### config.mk
export PLATFORM = sky130hd
export DESIGN_NAME = uni_shift_register_flat
export DESIGN_NICKNAME = d
export VERILOG_FILES = /design/src/rtl/uni_shift_register_if.sv /design/src/rtl/uni_shift_register.sv /design/src/flat_wrapper.sv
export SDC_FILE = /design/constraint.sdc
export NUM_CORES = 1
export LEC_CHECK = 0
export BUFFER_PORTS_ARGS = -buffer_cell sky130_fd_sc_hd__buf_4
export CORE_ASPECT_RATIO = 1.2
export CORE_MARGIN = 2
export CORE_UTILIZATION = 45
export CTS_CLUSTER_SIZE = 16
export DETAILED_ROUTE_END_ITERATION = 10
export PLACE_DENSITY = 0.83
export SYNTH_ARGS = -nofsm -noshare
export SYNTH_HDL_FRONTEND = slang
export SYNTH_SLANG_ARGS = --single-unit
### constraint.sdc
create_clock -name i_clk -period 1.35 [get_ports i_clk]
set_input_delay 0.135 -clock i_clk [delete_from_list [all_inputs] [get_ports i_clk]]
set_output_delay 0.135 -clock i_clk [all_outputs]
set_load 0.01 [all_outputs]
### src/rtl/uni_shift_register_if.sv
// uni_shift_register_if
//   Bundles the control/data bus of uni_shift_register.
//   master : drives i_en, i_mode, i_par, i_ser_l, i_ser_r; observes outputs
//   slave  : the shift register itself
//   Signals:
//     i_en     operation enable
//     i_mode   3-bit operation select
//     i_par    parallel load data (WIDTH)
//     i_ser_l  serial in, enters bit 0 on shift left
//     i_ser_r  serial in, enters bit WIDTH-1 on logical shift right
//     o_par    register contents (WIDTH)
//     o_ser_l  last bit shifted/rotated out of bit WIDTH-1
//     o_ser_r  last bit shifted/rotated out of bit 0
//     o_cnt    shifts since last load/clear/wrap (CNT_W)
//     o_done   one-cycle frame completion pulse
interface uni_shift_register_if #(
   parameter int unsigned WIDTH = 8
);
   localparam int unsigned CNT_W = $clog2(WIDTH);

   logic             i_en;
   logic [2:0]       i_mode;
   logic [WIDTH-1:0] i_par;
   logic             i_ser_l;
   logic             i_ser_r;
   logic [WIDTH-1:0] o_par;
   logic             o_ser_l;
   logic             o_ser_r;
   logic [CNT_W-1:0] o_cnt;
   logic             o_done;

   modport master (
      output i_en, i_mode, i_par, i_ser_l, i_ser_r,
      input  o_par, o_ser_l, o_ser_r, o_cnt, o_done
   );

   modport slave (
      input  i_en, i_mode, i_par, i_ser_l, i_ser_r,
      output o_par, o_ser_l, o_ser_r, o_cnt, o_done
   );
endinterface

### src/rtl/uni_shift_register.sv
// uni_shift_register
//   Parametrised universal shift register: load, logical shift left/right,
//   rotate left/right, arithmetic shift right, clear and hold. A per-frame
//   counter pulses o_done for one cycle after every WIDTH shift/rotate
//   operations, so the block can serialize/deserialize without an
//   external counter.
//   Ports:
//     i_clk   clock, rising edge
//     i_rstn  synchronous active-low reset (priority over everything)
//     bus     uni_shift_register_if.slave (see interface header)
module uni_shift_register #(
   parameter int unsigned      WIDTH   = 8,
   parameter logic [WIDTH-1:0] RST_VAL = '0
) (
   input  logic                  i_clk,
   input  logic                  i_rstn,
   uni_shift_register_if.slave   bus
);
   localparam int unsigned CNT_W = $clog2(WIDTH);
   localparam logic [CNT_W-1:0] CNT_LAST = CNT_W'(WIDTH - 1);

   typedef enum logic [2:0] {
      MODE_HOLD = 3'd0,
      MODE_LOAD = 3'd1,
      MODE_SHL  = 3'd2,
      MODE_SHR  = 3'd3,
      MODE_ROL  = 3'd4,
      MODE_ROR  = 3'd5,
      MODE_ASR  = 3'd6,
      MODE_CLR  = 3'd7
   } mode_e;

   logic [WIDTH-1:0] par_q;
   logic             ser_l_q;
   logic             ser_r_q;
   logic [CNT_W-1:0] cnt_q;
   logic             done_q;

   mode_e mode;
   logic  is_shift;

   assign mode     = mode_e'(bus.i_mode);
   assign is_shift = (mode inside {MODE_SHL, MODE_SHR, MODE_ROL, MODE_ROR, MODE_ASR});

   always_ff @(posedge i_clk) begin
      if (!i_rstn) begin
         par_q   <= RST_VAL;
         ser_l_q <= 1'b0;
         ser_r_q <= 1'b0;
         cnt_q   <= '0;
         done_q  <= 1'b0;
      end else begin
         // done is a pulse: cleared on every cycle that is not a wrapping shift
         done_q <= 1'b0;
         if (bus.i_en) begin
            case (mode)
               MODE_HOLD: ;
               MODE_LOAD: begin
                  par_q <= bus.i_par;
                  cnt_q <= '0;
               end
               MODE_SHL: begin
                  par_q   <= {par_q[WIDTH-2:0], bus.i_ser_l};
                  ser_l_q <= par_q[WIDTH-1];
               end
               MODE_SHR: begin
                  par_q   <= {bus.i_ser_r, par_q[WIDTH-1:1]};
                  ser_r_q <= par_q[0];
               end
               MODE_ROL: begin
                  par_q   <= {par_q[WIDTH-2:0], par_q[WIDTH-1]};
                  ser_l_q <= par_q[WIDTH-1];
               end
               MODE_ROR: begin
                  par_q   <= {par_q[0], par_q[WIDTH-1:1]};
                  ser_r_q <= par_q[0];
               end
               MODE_ASR: begin
                  par_q   <= {par_q[WIDTH-1], par_q[WIDTH-1:1]};
                  ser_r_q <= par_q[0];
               end
               MODE_CLR: begin
                  par_q   <= RST_VAL;
                  cnt_q   <= '0;
                  ser_l_q <= 1'b0;
                  ser_r_q <= 1'b0;
               end
               default: ;
            endcase

            if (is_shift) begin
               if (cnt_q == CNT_LAST) begin
                  cnt_q  <= '0;
                  done_q <= 1'b1;
               end else begin
                  cnt_q <= cnt_q + CNT_W'(1);
               end
            end
         end
      end
   end

   assign bus.o_par   = par_q;
   assign bus.o_ser_l = ser_l_q;
   assign bus.o_ser_r = ser_r_q;
   assign bus.o_cnt   = cnt_q;
   assign bus.o_done  = done_q;
endmodule

### src/flat_wrapper.sv
// flat-port wrapper written by rule: the top's interface ports become plain ports
module uni_shift_register_flat 
#(
   parameter int unsigned      WIDTH   = 8,
   parameter logic [WIDTH-1:0] RST_VAL = '0
)
  (i_clk, i_rstn, bus_i_en, bus_i_mode, bus_i_par, bus_i_ser_l, bus_i_ser_r, bus_o_par, bus_o_ser_l, bus_o_ser_r, bus_o_cnt, bus_o_done);
  uni_shift_register_if #(.WIDTH(WIDTH)) bus_i ();
  input  logic i_clk;
  input  logic i_rstn;
  input wire logic [$bits(bus_i.i_en)-1:0] bus_i_en;
  input wire logic [$bits(bus_i.i_mode)-1:0] bus_i_mode;
  input wire logic [$bits(bus_i.i_par)-1:0] bus_i_par;
  input wire logic [$bits(bus_i.i_ser_l)-1:0] bus_i_ser_l;
  input wire logic [$bits(bus_i.i_ser_r)-1:0] bus_i_ser_r;
  output wire logic [$bits(bus_i.o_par)-1:0] bus_o_par;
  output wire logic [$bits(bus_i.o_ser_l)-1:0] bus_o_ser_l;
  output wire logic [$bits(bus_i.o_ser_r)-1:0] bus_o_ser_r;
  output wire logic [$bits(bus_i.o_cnt)-1:0] bus_o_cnt;
  output wire logic [$bits(bus_i.o_done)-1:0] bus_o_done;
  assign bus_i.i_en = bus_i_en;
  assign bus_i.i_mode = bus_i_mode;
  assign bus_i.i_par = bus_i_par;
  assign bus_i.i_ser_l = bus_i_ser_l;
  assign bus_i.i_ser_r = bus_i_ser_r;
  assign bus_o_par = bus_i.o_par;
  assign bus_o_ser_l = bus_i.o_ser_l;
  assign bus_o_ser_r = bus_i.o_ser_r;
  assign bus_o_cnt = bus_i.o_cnt;
  assign bus_o_done = bus_i.o_done;
  uni_shift_register #(.WIDTH(WIDTH), .RST_VAL(RST_VAL)) u_core (.i_clk(i_clk), .i_rstn(i_rstn), .bus(bus_i));
endmodule
==> results.yml, run 1 <==
outcome:
  outcome: "completed"
logic_synthesis:
  ys_ff_latch: 14
  synth_top_area_cell: "dfxtp_1"
  ys_seq_area_frac: 0.289
  yosys-top-cells-area: "dfxtp_1 29%, mux2i_1 13%, ha_1 6.4%"
  synth-edff-count: 0
  async_reset_ff_frac: 0
  ys_types: 34
  syn_area_um2: 971
  ys.flop_type: "dfxtp_1"
  syn_avg_cell_area_um2: 9.16
  synthesis.nets: 127
  yosys_warnings: 0
  ys_top_cells_by_count: "14 x dfxtp_1, 13 x mux2i_1, 10 x o21ai_0"
  synth.most_common_cell: "dfxtp_1"
  synth_top_cell_area_share: 0.289
  synth_cells: 106
power:
  power.density_nw_per_um2: 765
  ir_worst_vdd_mv: 0.409
  p_leak_nw: 0.535
sta:
  fin_worst_skew_ns: 0.00189
  post-route-min-period_ns: 1.15
  tightest_slew_ns: 0.517
  post-route-period-util: 0.849
  setup_viol: 0
  maxSlewViolCount: 0
  setup_tns_ns: 0
  fmax_mhz: 873
  maxSlewHeadroom: 0.655
  rsz0062_at_grt: "no"
  final-hold-violation-count: 0
global_routing:
  grtUsageTotal: 0.214
  grt_pass1_vias: 879
  grt_overflow_total: 0
  grt_pass1_wl_mm: 3.81
  grt_start_max_net_pins: 18
  grt_antenna_before_repair: 0
critical_path:
  crit_path_end_kind: "register"
  path_max_fanout: 4
  cpPeakStageDelay_ns: 0.35
  reg2reg_depth: 5
  worstSetupStartpointType: "register"
  r2r-start: "u_core.bus.o_cnt[0]$_SDFFE_PN0P_"
  crit_family: "adder cells"
  critPathBufInv: 0
  critPathArrivalTime_ns: 1.37
  crit_type: "register to register"
  cp_data_required_time_ns: 1.57
  crit_top_cell: "ha_1"
  r2r-end: "u_core.bus.o_cnt[0]$_SDFFE_PN0P_"
  regToRegSetupSlack_ns: 0.20
  cpMaxStageDelayCell: "dfxtp_1"
  path_cells: "ha_1 > ha_1 > nor2_1 > o211ai_1 > mux2i_1"
job:
  drv_cap: 0
routing:
  ant_nets: 0
  via_count: 898
  totalWireLength_mm: 2.24
  wire_per_inst_um: 13.7
  first_pass_iters: 4
  drt_iter0_drc: 18
  drc: 0
  via_per_inst: 5.51
placed_design:
  place_inst: 160
  place.gp.congestion: 0.765
  dpl.hpwl_mm: 1.71
  io_buffers: 29
floorplanning:
  die-area_um2: 2550
  die-height_um: 54.9
  die_w_um: 46.4
  io-pin-count: 30
  initial_utilization: 0.474
  rows: 18
  core-area_um2: 2050
clock_tree:
  numCtsBuffers: 3
  cts_hold_buf: 0
  cts_resized: 0
  cts-root-buf: "clkbuf_4"
  clkSinkCount: 14
  clock_path_buffers: 2
  clkTransAtPathRegs_ns: 0.08
  insertion_delay_ns: 0.29
  cts_setup_buffers: 0
  cts_max_level: 1
  cts_tree: "done"
layout:
  fillCellCount: 176
  antenna_cells: 0
  fin_nets: 156
  drive_above_1_share: 0.293
  area_growth_pct: 25.1
  layout.cells.non_filler: 163
worst_hold_path:
  hp-class: "input pin to register"
  hold_end: "u_core.bus.o_ser_l$_SDFFE_PN0P_"
  min_from: "bus_i_en"
  hold_depth: 2
## per-stage QoR
| step | util | power (mW) | setup WS, ns | instance area, um2 | hold WS [ns] |
|---|---|---|---|---|---|
| floorplan | - | 0.604 | 0.0788 | 971 | 0.322 |
| finish | 0.593 | 0.930 | 0.204 | 1210 | 0.111 |
| detailed placement | 0.582 | 0.688 | 0.00523 | 1190 | 0.422 |
| global placement | 0.582 | 0.682 | 0.0622 | 1190 | 0.417 |
| global route | 0.593 | 0.975 | 0.0925 | 1210 | 0.135 |
| CTS | 0.593 | 0.942 | 0.194 | 1210 | 0.101 |
## registers in the layout, summed over array words and instances, names as in the netlist
name                count
u_core.bus.o_ser_r      1
u_core.bus.o_par        8
u_core.bus.o_done       1
u_core.bus.o_cnt        3
u_core.bus.o_ser_l      1
## cells by family after synthesis
family                     share of synthesized area
adders and majority gates                     0.0644
AOI/OAI and AO/OA                              0.282
DFF                                            0.289
muxes                                          0.134
buffers and inverters                         0.0734
xor gates and xnor gates                      0.0284
and+or+nand+nor                                0.129
## layer usage
layer	vias up	GRT usage	wire length [um]	share of wire
met1	409	0.242	926	0.41
met2	31	0.352	1090	0.49
met5	-	0	0	0
li1	448	-	-	-
met4	0	0.133	90	0.040
met3	10	0.0528	135	0.060
## worst reg2reg max path, delay by kind of cell (launching register included)
| family | cells | cell delay (ns) |
|---|---|---|
| multiplexers | 1 | 0.14 |
| adder cells (fa/ha/maj) | 2 | 0.41 |
| flip-flops | 1 | 0.35 |
| AO/OA/AOI/OAI | 1 | 0.09 |
| AND/OR/NAND/NOR | 1 | 0.08 |
## power breakdown
| part | internal, mW | total, mW | switching (mW) |
|---|---|---|---|
| sequential | 0.428 | 0.446 | 0.0183 |
| combinational | 0.117 | 0.233 | 0.116 |
| clock | 0.104 | 0.251 | 0.146 |
| total | 0.649 | 0.930 | 0.280 |
## worst max-delay path by stage
stage	slack [ns]	start	depth (start not counted)	to
2_1_floorplan	0.08	bus_i_mode[1]	7	u_core.bus.o_par[7]$_SDFFE_PN0P_
3_3_place_gp	0.06	bus_i_mode[1]	5	u_core.bus.o_cnt[1]$_SDFFE_PN0P_
3_5_place_dp	0.005	bus_i_mode[1]	5	u_core.bus.o_cnt[0]$_SDFFE_PN0P_
4_1_cts	0.19	u_core.bus.o_cnt[0]$_SDFFE_PN0P_	5	u_core.bus.o_cnt[0]$_SDFFE_PN0P_
5_1_grt	0.09	u_core.bus.o_cnt[0]$_SDFFE_PN0P_	5	u_core.bus.o_cnt[0]$_SDFFE_PN0P_
6_report	0.20	u_core.bus.o_cnt[0]$_SDFFE_PN0P_	5	u_core.bus.o_cnt[0]$_SDFFE_PN0P_
## area by class of cell
class                   instances  area (um2)  share of cell area
flip-flops and latches         14         280               0.231
well taps                      30        37.5              0.0309
multi-input cells              80         619               0.510
repair buffers                 32         240               0.198
inverters                       4        15.0              0.0124
clock buffers                   3        22.5              0.0185
## placed cells by master, fill, tap and decap left out, types with 2 or more instances in the layout
master,synthesis,layout
mux2i_1,13,13
a22o_1,2,2
o21ai_0,10,10
buf_4,3,32
inv_1,4,4
ha_1,5,5
a32o_1,2,2
dfxtp_1,14,14
a21oi_1,5,5
nand2_1,9,9
nor2_1,3,3
nor2b_1,2,2
nand2b_1,3,3
clkbuf_4,0,3
nand3_1,3,3
o2bb2ai_1,6,6
o31ai_1,2,2
Note: power is estimated with default switching activity, not from simulation.
==> inputs of run 2 (changes only) <==
--- a/config.mk
+++ b/config.mk
@@ -5,13 +5,14 @@
 export SDC_FILE = /design/constraint.sdc
 export NUM_CORES = 1
 export LEC_CHECK = 0
+export ABC_AREA = 1
 export BUFFER_PORTS_ARGS = -buffer_cell sky130_fd_sc_hd__buf_4
 export CORE_ASPECT_RATIO = 1.2
 export CORE_MARGIN = 2
 export CORE_UTILIZATION = 45
 export CTS_CLUSTER_SIZE = 16
 export DETAILED_ROUTE_END_ITERATION = 10
-export PLACE_DENSITY = 0.83
+export PLACE_DENSITY = 0.81
 export SYNTH_ARGS = -nofsm -noshare
 export SYNTH_HDL_FRONTEND = slang
 export SYNTH_SLANG_ARGS = --single-unit
==> constraint.sdc (replaced) <==
create_clock -name i_clk -period 1.08 [get_ports i_clk]
set_input_delay 0.108 -clock i_clk [delete_from_list [all_inputs] [get_ports i_clk]]
set_output_delay 0.108 -clock i_clk [all_outputs]
set_load 0.01 [all_outputs]
==> results.yml, run 2 <==
sta:
  fmax_mhz: 983
  setup_tns_ns: 0
  fin_worst_skew_ns: 0.00640
  hold_ws_ns: 0.0717
  tightest_slew_ns: 0.389
  maxSlewHeadroom: 0.741
  final-hold-violation-count: 0
  maxSlewViolCount: 0
  post-route-min-period_ns: 1.02
  fin_ws_ns: 0.0626
  post-route-period-util: 0.942
  setup_viol: 0
  rsz0062_at_grt: "yes"
routing:
  drt_iter0_drc: 22
  totalWireLength_mm: 2.43
  first_pass_iters: 4
  wire_per_inst_um: 11.5
  via_per_inst: 5.38
  via_count: 1129
  drc: 0
  ant_nets: 0
logic_synthesis:
  ys_ff_latch: 14
  async_reset_ff_frac: 0
  syn_avg_cell_area_um2: 6.28
  ys_seq_area_frac: 0.304
  ys.flop_type: "dfxtp_1"
  syn_area_um2: 923
  synth-edff-count: 0
  synth_cells: 147
  ys_top_cells_by_count: "44 x nand2_1, 25 x nor2_1, 17 x nand3_1"
  synth.most_common_cell: "nand2_1"
  yosys-top-cells-area: "dfxtp_1 30%, nand2_1 18%, nor2_1 10%"
  synth_top_cell_area_share: 0.304
  synthesis.nets: 168
  synth_top_area_cell: "dfxtp_1"
  yosys_warnings: 0
  ys_types: 18
placed_design:
  place_inst: 204
  place.gp.congestion: 0.798
  placed_area_um2: 1270
  preCtsSetupSlack_ns: -0.0987
  dpl.hpwl_mm: 1.83
  io_buffers: 29
layout:
  layout.cells.non_filler: 210
  area_growth_pct: 47.3
  fillCellCount: 165
  fin_nets: 213
  finalInstanceArea_um2: 1360
  largest_reg_flops: 8
  fin_util: 0.718
  drive_above_1_share: 0.346
  antenna_cells: 0
  final_cell_mix: "44 x buf_4, 43 x nand2_1, 25 x nor2_1, 16 x nand3_1, 12 x dfxtp_1"
  mostFrequentLayoutCell: "buf_4"
floorplanning:
  die-area_um2: 2430
  io-pin-count: 30
  initial_utilization: 0.488
  core-area_um2: 1890
  rows: 17
  die-height_um: 53.6
  die_w_um: 45.4
global_routing:
  grt_antenna_before_repair: 0
  grt_overflow_total: 0
  grt_start_max_net_pins: 15
  grtUsageTotal: 0.228
  grt_pass1_wl_mm: 4.11
  grt_pass1_vias: 1018
critical_path:
  cpMaxStageDelayCell: "dfxtp_2"
  critPathArrivalTime_ns: 1.24
  critPathBufInv: 1
  path_max_fanout: 2
  crit_family: "flip-flops"
  crit_type: "register to register"
  worstSetupStartpointType: "register"
  path_cells: "ha_4 > ha_4 > inv_2 > nand2_1 > nor2_1 > nor2_1 > nor2_1"
  cpPeakStageDelay_ns: 0.35
  crit_path_end_kind: "register"
  cp_data_required_time_ns: 1.31
  crit_top_cell: "nor2_1"
power:
  ir_worst_vdd_mv: 0.593
  power_mw: 1.32
  p_leak_nw: 0.685
  power.density_nw_per_um2: 970
clock_tree:
  clkTransAtPathRegs_ns: 0.10
  cts-root-buf: "clkbuf_4"
  numCtsBuffers: 3
  clock_path_buffers: 2
  cts_max_level: 1
  cts_tree: "done"
  clkSinkCount: 14
  insertion_delay_ns: 0.28
  cts_hold_buf: 0
job:
  drv_cap: 0
worst_hold_path:
  hp-class: "input pin to register"
outcome:
  outcome: "completed"
-- run 2: cell count changes after synthesis, moves of 4 or more --
cell | previous run | this run
a21oi_1 | 5 | 11
inv_1 | 4 | 12
mux2i_1 | 13 | 0
nand2_1 | 9 | 44
nand3_1 | 3 | 17
nand4_1 | 0 | 4
nor2_1 | 3 | 25
o21ai_0 | 10 | 2
o2bb2ai_1 | 6 | 0
-- run 2: metal layers --
| metal | vias up | global-route usage | share of wire |
|---|---|---|---|
| met5 | - | 0 | 0 |
| met4 | 0 | 0.0980 | 0.019 |
| met3 | 10 | 0.0201 | 0.051 |
| met2 | 37 | 0.429 | 0.53 |
| met1 | 521 | 0.255 | 0.40 |
| li1 | 561 | - | - |
-- run 2: timing repair --
action                     in CTS  in global routing
pin swaps                       3                  2
resized for setup               3                  6
buffers inserted                2                  0
setup endpoints to repair       1                  2
cloned                          0                  0
-- run 2: cells by family (layout without fill, tap and decap cells) --
family / after synthesis / in the layout / share of synthesized area
flip-flops: 14 / 14 / 0.304
buffers and inverters: 19 / 63 / 0.0908
AND/OR/NAND/NOR: 93 / 93 / 0.425
AO/OA/AOI/OAI: 16 / 16 / 0.112
adder cells (fa/ha/maj): 5 / 5 / 0.0678
-- run 2: worst min-delay path, stage by stage --
cell and delay [ns]:
buf_4 0.13, nand2_1 0.06, nor2_1 0.03
-- run 2: cell type report --
type                    count  area, um2  share of cell area
inverters                  13       51.3              0.0377
repair buffers             46        370               0.272
clock buffers               4       36.3              0.0267
multi-input cells         114        596               0.438
well taps                  19       23.8              0.0175
flip-flops and latches     14        283               0.208
-- run 2: final timing paths --
path                                     from                               end  slack (ns)  depth (start not counted)
min                                    i_rstn  u_core.bus.o_cnt[0]$_SDFFE_PN0P_        0.07                          3
max reg2reg  u_core.bus.o_cnt[0]$_SDFFE_PN0P_  u_core.bus.o_cnt[0]$_SDFFE_PN0P_        0.06                          7
max          u_core.bus.o_cnt[0]$_SDFFE_PN0P_  u_core.bus.o_cnt[0]$_SDFFE_PN0P_        0.06                          7
min reg2reg   u_core.bus.o_ser_l$_SDFFE_PN0P_   u_core.bus.o_ser_l$_SDFFE_PN0P_        0.47                          2
-- run 2: where the power goes --
group / switching [mW] / internal [mW]
registers: 0.0239 / 0.540
clock network: 0.185 / 0.205
logic: 0.186 / 0.179
total: 0.395 / 0.925
==> inputs of run 3 (changes only) <==
==> constraint.sdc (replaced) <==
create_clock -name i_clk -period 1.1 [get_ports i_clk]
set_input_delay 0.11 -clock i_clk [delete_from_list [all_inputs] [get_ports i_clk]]
set_output_delay 0.11 -clock i_clk [all_outputs]
set_load 0.01 [all_outputs]
==> results.yml, run 3 (synthesis gave the netlist of run 2 again) <==
outcome:
  outcome: "completed"
routing:
  first_pass_iters: 4
  via_count: 1070
  via_per_inst: 5.14
  ant_nets: 0
  drt_iter0_drc: 29
  wl_met2_mm: 1.35
  drc: 0
  wire_per_inst_um: 12.1
  totalWireLength_mm: 2.52
  wl_met1_mm: 1.04
  highest_layer: "met4"
  met3_length_um: 94
clock_tree:
  cts_setup_buffers: 0
  insertion_delay_ns: 0.28
  clock_path_buffers: 2
  cts_max_level: 1
  clkTransAtPathRegs_ns: 0.10
  cts-root-buf: "clkbuf_4"
  numCtsBuffers: 3
  cts_tree: "done"
  clkSinkCount: 14
global_routing:
  grt_start_max_net_pins: 15
  grt_overflow_total: 0
  grt_pass1_vias: 1051
  grt_pass1_wl_mm: 4.30
  grt_antenna_before_repair: 0
  grtUsageTotal: 0.240
critical_path:
  crit_top_cell: "nor2_1"
  reg2reg_depth: 7
  crit_type: "register to register"
  cp_data_required_time_ns: 1.33
  crit_path_end_kind: "register"
  critPathArrivalTime_ns: 1.26
  regToRegSetupSlack_ns: 0.06
  r2r-end: "u_core.bus.o_cnt[0]$_SDFFE_PN0P_"
  path_max_fanout: 2
  r2r-start: "u_core.bus.o_cnt[0]$_SDFFE_PN0P_"
  cpMaxStageDelayCell: "dfxtp_2"
  cpPeakStageDelay_ns: 0.35
  path_cells: "ha_4 > ha_4 > inv_2 > nand2_1 > nor2_1 > nor2_1 > nor2_1"
  worstSetupStartpointType: "register"
worst_hold_path:
  hold_end: "u_core.bus.o_cnt[0]$_SDFFE_PN0P_"
  hp-class: "input pin to register"
  min_from: "i_rstn"
  hold_depth: 3
sta:
  maxSlewHeadroom: 0.729
  maxSlewViolCount: 0
  setup_viol: 0
  rsz0062_at_grt: "yes"
  fin_worst_skew_ns: 0.0109
  tightest_slew_ns: 0.405
  final-hold-violation-count: 0
  hold_ws_ns: 0.0817
  fmax_mhz: 965
  post-route-min-period_ns: 1.04
  post-route-period-util: 0.942
floorplanning:
  die-area_um2: 2430
  die_w_um: 45.4
  io-pin-count: 30
  die-height_um: 53.6
  initial_utilization: 0.488
  rows: 17
  core-area_um2: 1890
layout:
  fin_util: 0.703
  antenna_cells: 0
  fin_nets: 211
  largest_reg_flops: 8
  drive_above_1_share: 0.339
  final_cell_mix: "43 x nand2_1, 43 x buf_4, 25 x nor2_1, 16 x nand3_1, 12 x dfxtp_1"
  area_growth_pct: 44.0
placed_design:
  place.gp.congestion: 0.800
  dpl.hpwl_mm: 1.88
  io_buffers: 29
power:
  power.density_nw_per_um2: 969
  power_mw: 1.29
  p_leak_nw: 0.670
  ir_worst_vdd_mv: 0.660
job:
  drv_cap: 0
-- run 3: worst max-delay path, delay by kind of cell, from the launching register on --
kind / cells / cell delay [ns]
adder cells (fa/ha/maj): 2 / 0.31
buffers and inverters: 1 / 0.05
AND/OR/NAND/NOR: 4 / 0.27
flip-flops: 1 / 0.35
-- run 3: layer usage --
metal | track usage | vias up
met3 | 0.0403 | 4
li1 | - | 555
met4 | 0.0735 | 0
met2 | 0.452 | 26
met5 | 0 | -
met1 | 0.267 | 485
-- run 3: worst max path at each step --
stage,startpoint,endpoint,depth (start not counted)
6_report,u_core.bus.o_cnt[0]$_SDFFE_PN0P_,u_core.bus.o_cnt[0]$_SDFFE_PN0P_,7
5_1_grt,u_core.bus.o_cnt[0]$_SDFFE_PN0P_,u_core.bus.o_cnt[0]$_SDFFE_PN0P_,7
4_1_cts,u_core.bus.o_cnt[0]$_SDFFE_PN0P_,u_core.bus.o_cnt[0]$_SDFFE_PN0P_,7
3_5_place_dp,bus_i_mode[1],u_core.bus.o_cnt[0]$_SDFFE_PN0P_,9
3_3_place_gp,bus_i_mode[1],u_core.bus.o_cnt[0]$_SDFFE_PN0P_,9
2_1_floorplan,bus_i_mode[2],u_core.bus.o_cnt[0]$_SDFFE_PN0P_,9
-- run 3: power by group --
part	leakage, nW	total [mW]	internal (mW)	switching [mW]
Combinational	0.535	0.349	0.168	0.181
Clock	0.0210	0.385	0.201	0.184
Sequential	0.115	0.555	0.530	0.0243
Total	0.670	1.29	0.900	0.389
-- run 3: area by class of cell --
class                           count  area, um2
Sequential cell                    14        283
Clock buffer                        4       36.3
Fill cell                         164        563
Inverter                           13       48.8
Multi-Input combinational cell    114        596
Timing Repair Buffer               44        343
Tap cell                           19       23.8
-- run 3: through the flow --
step / instance area, um2 / instances / worst slack [ns] / TNS (ns)
6_report: 1330 / 208 / 0.0635 / 0
5_1_grt: 1330 / 208 / -0.0140 / -0.0140
4_1_cts: 1300 / 208 / 0.0221 / 0
3_5_place_dp: 1260 / 204 / -0.106 / -0.500
3_3_place_gp: 1260 / 204 / -0.0266 / -0.0681
2_1_floorplan: 940 / 147 / 0.0160 / 0
-- run 3: timing repair --
item | in CTS | in global routing
endpoints found under the setup margin | 1 | 2
resized for setup | 4 | 5
pin swaps | 1 | 4
cloned | 0 | 0
hold buffers | 0 | 0
